[src/rtl/chdr_tx_deframer.sv]
// chdr_tx_deframer
//   Turns the 64-bit CHDR stream from the crossbar into the 176-bit per-word
//   sample bus used by the TX control stage. Non-data and empty packets are
//   dropped. Packets whose length field disagrees with tlast are trimmed or
//   terminated, so every forwarded packet carries exactly one eop.
//
//   Ports:
//     clk, reset      clock, synchronous active-high reset
//     clear           synchronous flush of state/output (counters kept)
//     i_t*            CHDR input stream (AXI-stream style)
//     sample_t*       output beats:
//                       [31:0] sample1, [63:32] sample0, [127:64] send_time,
//                       [159:128] sid, [171:160] seqnum, [172] eop,
//                       [173] eob, [174] send_at, [175] odd
//     drop_count      dropped packets (non-data or empty), saturating
//     len_err_count   packets whose tlast disagreed with length, saturating
module chdr_tx_deframer #(
    parameter int CHECK_LENGTH = 1
) (
    input  logic         clk,
    input  logic         reset,
    input  logic         clear,
    input  logic [63:0]  i_tdata,
    input  logic         i_tlast,
    input  logic         i_tvalid,
    output logic         i_tready,
    output logic [175:0] sample_tdata,
    output logic         sample_tvalid,
    input  logic         sample_tready,
    output logic [15:0]  drop_count,
    output logic [15:0]  len_err_count
);

    typedef enum logic [1:0] {ST_HEADER, ST_TIME, ST_BODY, ST_DRAIN} state_t;

    state_t state, state_nxt;

    // Header field views of the current input word
    logic [1:0]  hdr_type;
    logic        hdr_has_time;
    logic [15:0] hdr_len;
    logic [15:0] hdr_size;
    logic [15:0] payload_bytes;
    logic [15:0] payload_words;
    logic        hdr_reject;

    assign hdr_type      = i_tdata[63:62];
    assign hdr_has_time  = i_tdata[61];
    assign hdr_len       = i_tdata[47:32];
    assign hdr_size      = hdr_has_time ? 16'd16 : 16'd8;
    assign payload_bytes = hdr_len - hdr_size;
    assign payload_words = (payload_bytes + 16'd7) >> 3;
    // Compare before subtracting so a length shorter than the header counts as empty
    assign hdr_reject    = (hdr_type != 2'b00) || (hdr_len <= hdr_size);

    // Latched per-packet context
    logic [11:0] seqnum_r;
    logic        eob_r;
    logic        send_at_r;
    logic [31:0] sid_r;
    logic        odd_r;
    logic [63:0] send_time_r;
    logic [15:0] remaining;

    logic beat;
    logic load;
    logic body_eop;
    logic drop_evt;
    logic len_err_evt;

    assign beat     = i_tvalid & i_tready;
    assign load     = beat & (state == ST_BODY);
    assign body_eop = i_tlast | ((CHECK_LENGTH != 0) && (remaining == 16'd1));

    assign drop_evt = beat & (state == ST_HEADER) & hdr_reject;

    // tlast too early (header/time/body) or length exhausted before tlast
    assign len_err_evt = beat & (
        ((state == ST_HEADER) & ~hdr_reject & i_tlast) |
        ((state == ST_TIME) & i_tlast) |
        ((state == ST_BODY) & ((i_tlast & (remaining > 16'd1)) | (body_eop & ~i_tlast))));

    // State register
    always_ff @(posedge clk) begin
        if (reset || clear) begin
            state <= ST_HEADER;
        end else begin
            state <= state_nxt;
        end
    end

    // Next-state logic
    always_comb begin
        state_nxt = state;
        case (state)
            ST_HEADER: begin
                if (beat) begin
                    if (hdr_reject) begin
                        state_nxt = i_tlast ? ST_HEADER : ST_DRAIN;
                    end else if (i_tlast) begin
                        state_nxt = ST_HEADER;
                    end else if (hdr_has_time) begin
                        state_nxt = ST_TIME;
                    end else begin
                        state_nxt = ST_BODY;
                    end
                end
            end
            ST_TIME: begin
                if (beat) begin
                    state_nxt = i_tlast ? ST_HEADER : ST_BODY;
                end
            end
            ST_BODY: begin
                if (beat && body_eop) begin
                    state_nxt = i_tlast ? ST_HEADER : ST_DRAIN;
                end
            end
            ST_DRAIN: begin
                if (beat && i_tlast) begin
                    state_nxt = ST_HEADER;
                end
            end
            default: state_nxt = ST_HEADER;
        endcase
    end

    // Output logic
    always_comb begin
        i_tready = 1'b1;
        if (state == ST_BODY) begin
            i_tready = ~sample_tvalid | sample_tready;
        end
    end

    // Per-packet context capture
    always_ff @(posedge clk) begin
        if (reset) begin
            seqnum_r    <= '0;
            eob_r       <= 1'b0;
            send_at_r   <= 1'b0;
            sid_r       <= '0;
            odd_r       <= 1'b0;
            send_time_r <= '0;
            remaining   <= '0;
        end else if (beat) begin
            case (state)
                ST_HEADER: begin
                    seqnum_r  <= i_tdata[59:48];
                    eob_r     <= i_tdata[60];
                    send_at_r <= hdr_has_time;
                    sid_r     <= i_tdata[31:0];
                    odd_r     <= payload_bytes[2];
                    remaining <= payload_words;
                    if (!hdr_has_time) begin
                        send_time_r <= '0;
                    end
                end
                ST_TIME: send_time_r <= i_tdata;
                ST_BODY: begin
                    if (remaining != 16'd0) begin
                        remaining <= remaining - 16'd1;
                    end
                end
                default: ;
            endcase
        end
    end

    // Output register; header context is sampled at load time so context
    // latched for the next packet cannot disturb a held beat
    always_ff @(posedge clk) begin
        if (reset || clear) begin
            sample_tvalid <= 1'b0;
            sample_tdata  <= '0;
        end else if (load) begin
            sample_tvalid <= 1'b1;
            sample_tdata  <= {odd_r, send_at_r, eob_r, body_eop, seqnum_r,
                              sid_r, send_time_r, i_tdata};
        end else if (sample_tready) begin
            sample_tvalid <= 1'b0;
        end
    end

    // Saturating statistics counters
    always_ff @(posedge clk) begin
        if (reset) begin
            drop_count    <= '0;
            len_err_count <= '0;
        end else begin
            if (drop_evt && drop_count != 16'hFFFF) begin
                drop_count <= drop_count + 16'd1;
            end
            if (len_err_evt && len_err_count != 16'hFFFF) begin
                len_err_count <= len_err_count + 16'd1;
            end
        end
    end

endmodule

[config.mk]
export PLATFORM = sky130hd
export DESIGN_NAME = chdr_tx_deframer
export DESIGN_NICKNAME = d
export VERILOG_FILES = /design/src/rtl/chdr_tx_deframer.sv
export SDC_FILE = /design/constraint.sdc
export NUM_CORES = 1
export LEC_CHECK = 0
export BUFFER_PORTS_ARGS = -buffer_cell sky130_fd_sc_hd__buf_4
export CORE_ASPECT_RATIO = 2
export CORE_MARGIN = 4
export CORE_UTILIZATION = 35
export CTS_CLUSTER_DIAMETER = 50
export DETAILED_ROUTE_END_ITERATION = 8
export MAX_ROUTING_LAYER = met4
export PLACE_DENSITY = 0.57
export SYNTH_ARGS = -nofsm -noshare
export SYNTH_HDL_FRONTEND = slang
export SYNTH_SLANG_ARGS = --single-unit
[constraint.sdc]
create_clock -name clk -period 3.4 [get_ports clk]
set_input_delay 0.85 -clock clk [delete_from_list [all_inputs] [get_ports clk]]
set_output_delay 0.85 -clock clk [all_outputs]
set_load 0.05 [all_outputs]
==> results.md <==
- # rows: 99
- Placed Instances: roughly 2300
- R2r endpoint: len_err_count[7]
- DRC Markers: 0
- Wire length of the first global-routing pass: ~64000 um
- Clk_skew: 7.34 ps
- Worst hold path class: reg2reg
- Final Critical Period: slightly above 3000 ps
- Fin cells: between 2000 and 2500
- Yosys reg bits: 338
- Hold Startpoint: send_time_r[24]
- CP endpoint kind: flip-flop
- Antenna violations before repair: 0
- Post-cts repair resize count: 0
- CTS tree: built
- Initial Util: 0.354
- Sequential fraction of the synthesis area: 0.522
- Hold Path Depth: 2
- Worst rel slew slack: 0.411
- Leakage: between 6 and 7 nW
- Diodes inserted: 0
- Ranking of synthesized cells by area: dfxtp_1 52%, nand2_1 14%, a21oi_1 9.3%
- Via count: around 12000
- Fin Hold WS: about 440 ps
- Cts hold-fix bufs: 0
- FMAX: about 320 MHz
- Gpl congestion: about 0.8
- Finished Cell Area: 16800 um^2
- Post-CTS Setup Inserts: 0
- Post-synth ARST share: 0
- Port bufs: about 280
- Synthesized area per cell: 8.07 um^2
- WHS Endpoint: sample_tdata[88]
- Placed inst area: about 16000 um^2
- Total GRT Usage: 0.202
- IO Pins: 280
- Power Density: just over 500 nW/um^2
- Setup slack, reg-to-reg: 520 ps
- Largest net degree at the start of global routing: roughly 140
- Vias per Instance: 5.10
- Clock sink count: ~340
- Number of iterations in the first detailed-routing pass: 5
- Final slew viol count: 0
- Chip Height: 280 um
- Routed WL: around 41000 um
- Commonest non-fill, non-tap cell in the layout: nand2_1
- Unrepaired setup endpoints after global routing: no
- DR iter-0 viols: 564
- Synth area leader: dfxtp_1
- CP Launch Type: input pin
- Clock-pin slew on the worst setup and hold paths: 60 ps
- Width of the die: ~140 um
- Pwr Total: about 8.6 mW
- Setup ws final: 305 ps
- Reg-to-Reg Start: remaining[11]
- Layout cells sized above 1: 0.216
- Final setup vio count: 0
- Commonest non-fill, non-tap cells in the layout: 474 x nand2_1, 338 x dfxtp_1, 315 x buf_4
- Primary FF master, synth: dfxtp_1
- Count of warnings emitted by yosys: 0
- Synth top area share: 0.522
- Max Root-Sink Buffers: 3
- Number of synthesized flops with an enable pin: 0
- CTS root buf: clkbuf_16
- Inserted Clock Buffers: 35
- MaxCap Viol Count: 0
- Post-Synthesis Cells: between 1500 and 2000
- Period utilization: 0.910
- Final Hold Fails: 0
- Core area: about 37000 um^2
- Final HPWL DP: 27500 um
- Wire per inst: 17.5 um
- Crit-path max FO: 9
- Die area: approximately 40000 um^2
- Final #Nets: around 1900
- Layout filler cell count: ~3700
- Crit path DAT: 3530 ps
- CTS H-tree depth: 2
- Worst-Margin Slew: slightly below 900 ps
- Number of antenna-violating nets in the routed design: 0
- Mapped Area: 13000 um^2
- Worst EP required: 3830 ps
- Cell variety after synth: between 60 and 70
- Mapped Nets: ~1700
- Peak VDD IR: about 0.35 mV
- DP Worst Slack: -296 ps
- Setup CP Type: in2reg
- Reg2Reg Depth: 7
- Clock latency at the later pin of the worst-skew pair: roughly 520 ps
- GRT overflow: 0
- Layout area overhead: 29.5%
- Vias in the first global route: approximately 12000
- Status: finished clean
==> worst max path at each step <==
stage | startpoint | endpoint
floorplan | i_tdata[61] | remaining[10]
global placement | i_tdata[61] | drop_count[1]
detailed placement | i_tdata[61] | drop_count[1]
CTS | i_tdata[61] | drop_count[1]
global route | i_tdata[61] | len_err_count[7]
finish | i_tdata[61] | len_err_count[7]
==> cell families after synthesis <==
| logic type | Yosys count | share of synthesized area |
|---|---|---|
| muxes | 6 | 0.00464 |
| adders and majority gates | 7 | 0.00734 |
| buffers and inverters | 124 | 0.0372 |
| AOI/OAI and AO/OA | 376 | 0.171 |
| DFF | 338 | 0.522 |
| and+or+nand+nor | 714 | 0.231 |
| xor gates and xnor gates | 40 | 0.0271 |
==> metrics by stage <==
stage	utilization	setup TNS, ps
final	0.459	0
after global routing	0.459	0
after CTS	0.459	0
after detailed placement	0.428	-3840
after global placement	0.428	-2260
after floorplan	-	0
==> area by class of cell <==
cell class | instances | area [um^2] | share of cell area
Sequential cell | 338 | 6770 | 0.403
Multi-Input combinational cell | 1143 | 5750 | 0.343
Timing Repair Buffer | 323 | 2510 | 0.149
Clock buffer | 50 | 1040 | 0.0623
Tap cell | 454 | 568 | 0.0339
Clock inverter | 10 | 97.6 | 0.00582
Inverter | 11 | 41.3 | 0.00246
==> sequential cells by signal (all words and copies together), names as in the netlist <==
name and flops:
drop_count 16, eob_r 1, len_err_count 16, odd_r 1, remaining 16, sample_tdata 176
sample_tvalid 1, send_at_r 1, send_time_r 64, seqnum_r 12, sid_r 32, state 2
==> where the power goes <==
group	total [mW]	switching, mW	internal (mW)
logic	0.696	0.456	0.240
clock network	3.85	1.62	2.23
registers	4.09	0.0537	4.03
total	8.64	2.13	6.50
==> synthesized netlist by cell type, types with 8 or more instances <==
cell type and instances:
xor2_1 13, clkbuf_1 99, xnor2_1 27, nor2_1 118
a21oi_1 241, inv_1 11, or4_1 8, nand2_1 474
dfxtp_1 338, nor3_1 37, buf_1 11, o21ai_0 26
nand3_1 20, a22oi_1 65
==> metal layers <==
layer | vias up | track usage | part of all wire | routed length (um)
met5 | - | - | 0 | 0
li1 | 5876 | - | - | -
met4 | 0 | 0.0778 | 0.039 | 1570
met2 | 274 | 0.366 | 0.54 | 22000
met3 | 85 | 0.0240 | 0.035 | 1440
met1 | 5645 | 0.222 | 0.39 | 15700
==> worst max-delay path: stages <==
cell and delay, ps:
buf_4 90, inv_1 60, ha_1 290, nor2b_1 170
or3_1 200, a2111oi_4 110, buf_4 170, nor4_2 620
o21ai_2 260, or4_1 520, a21oi_1 180
No activity file was read; power rests on OpenSTA's default activity.
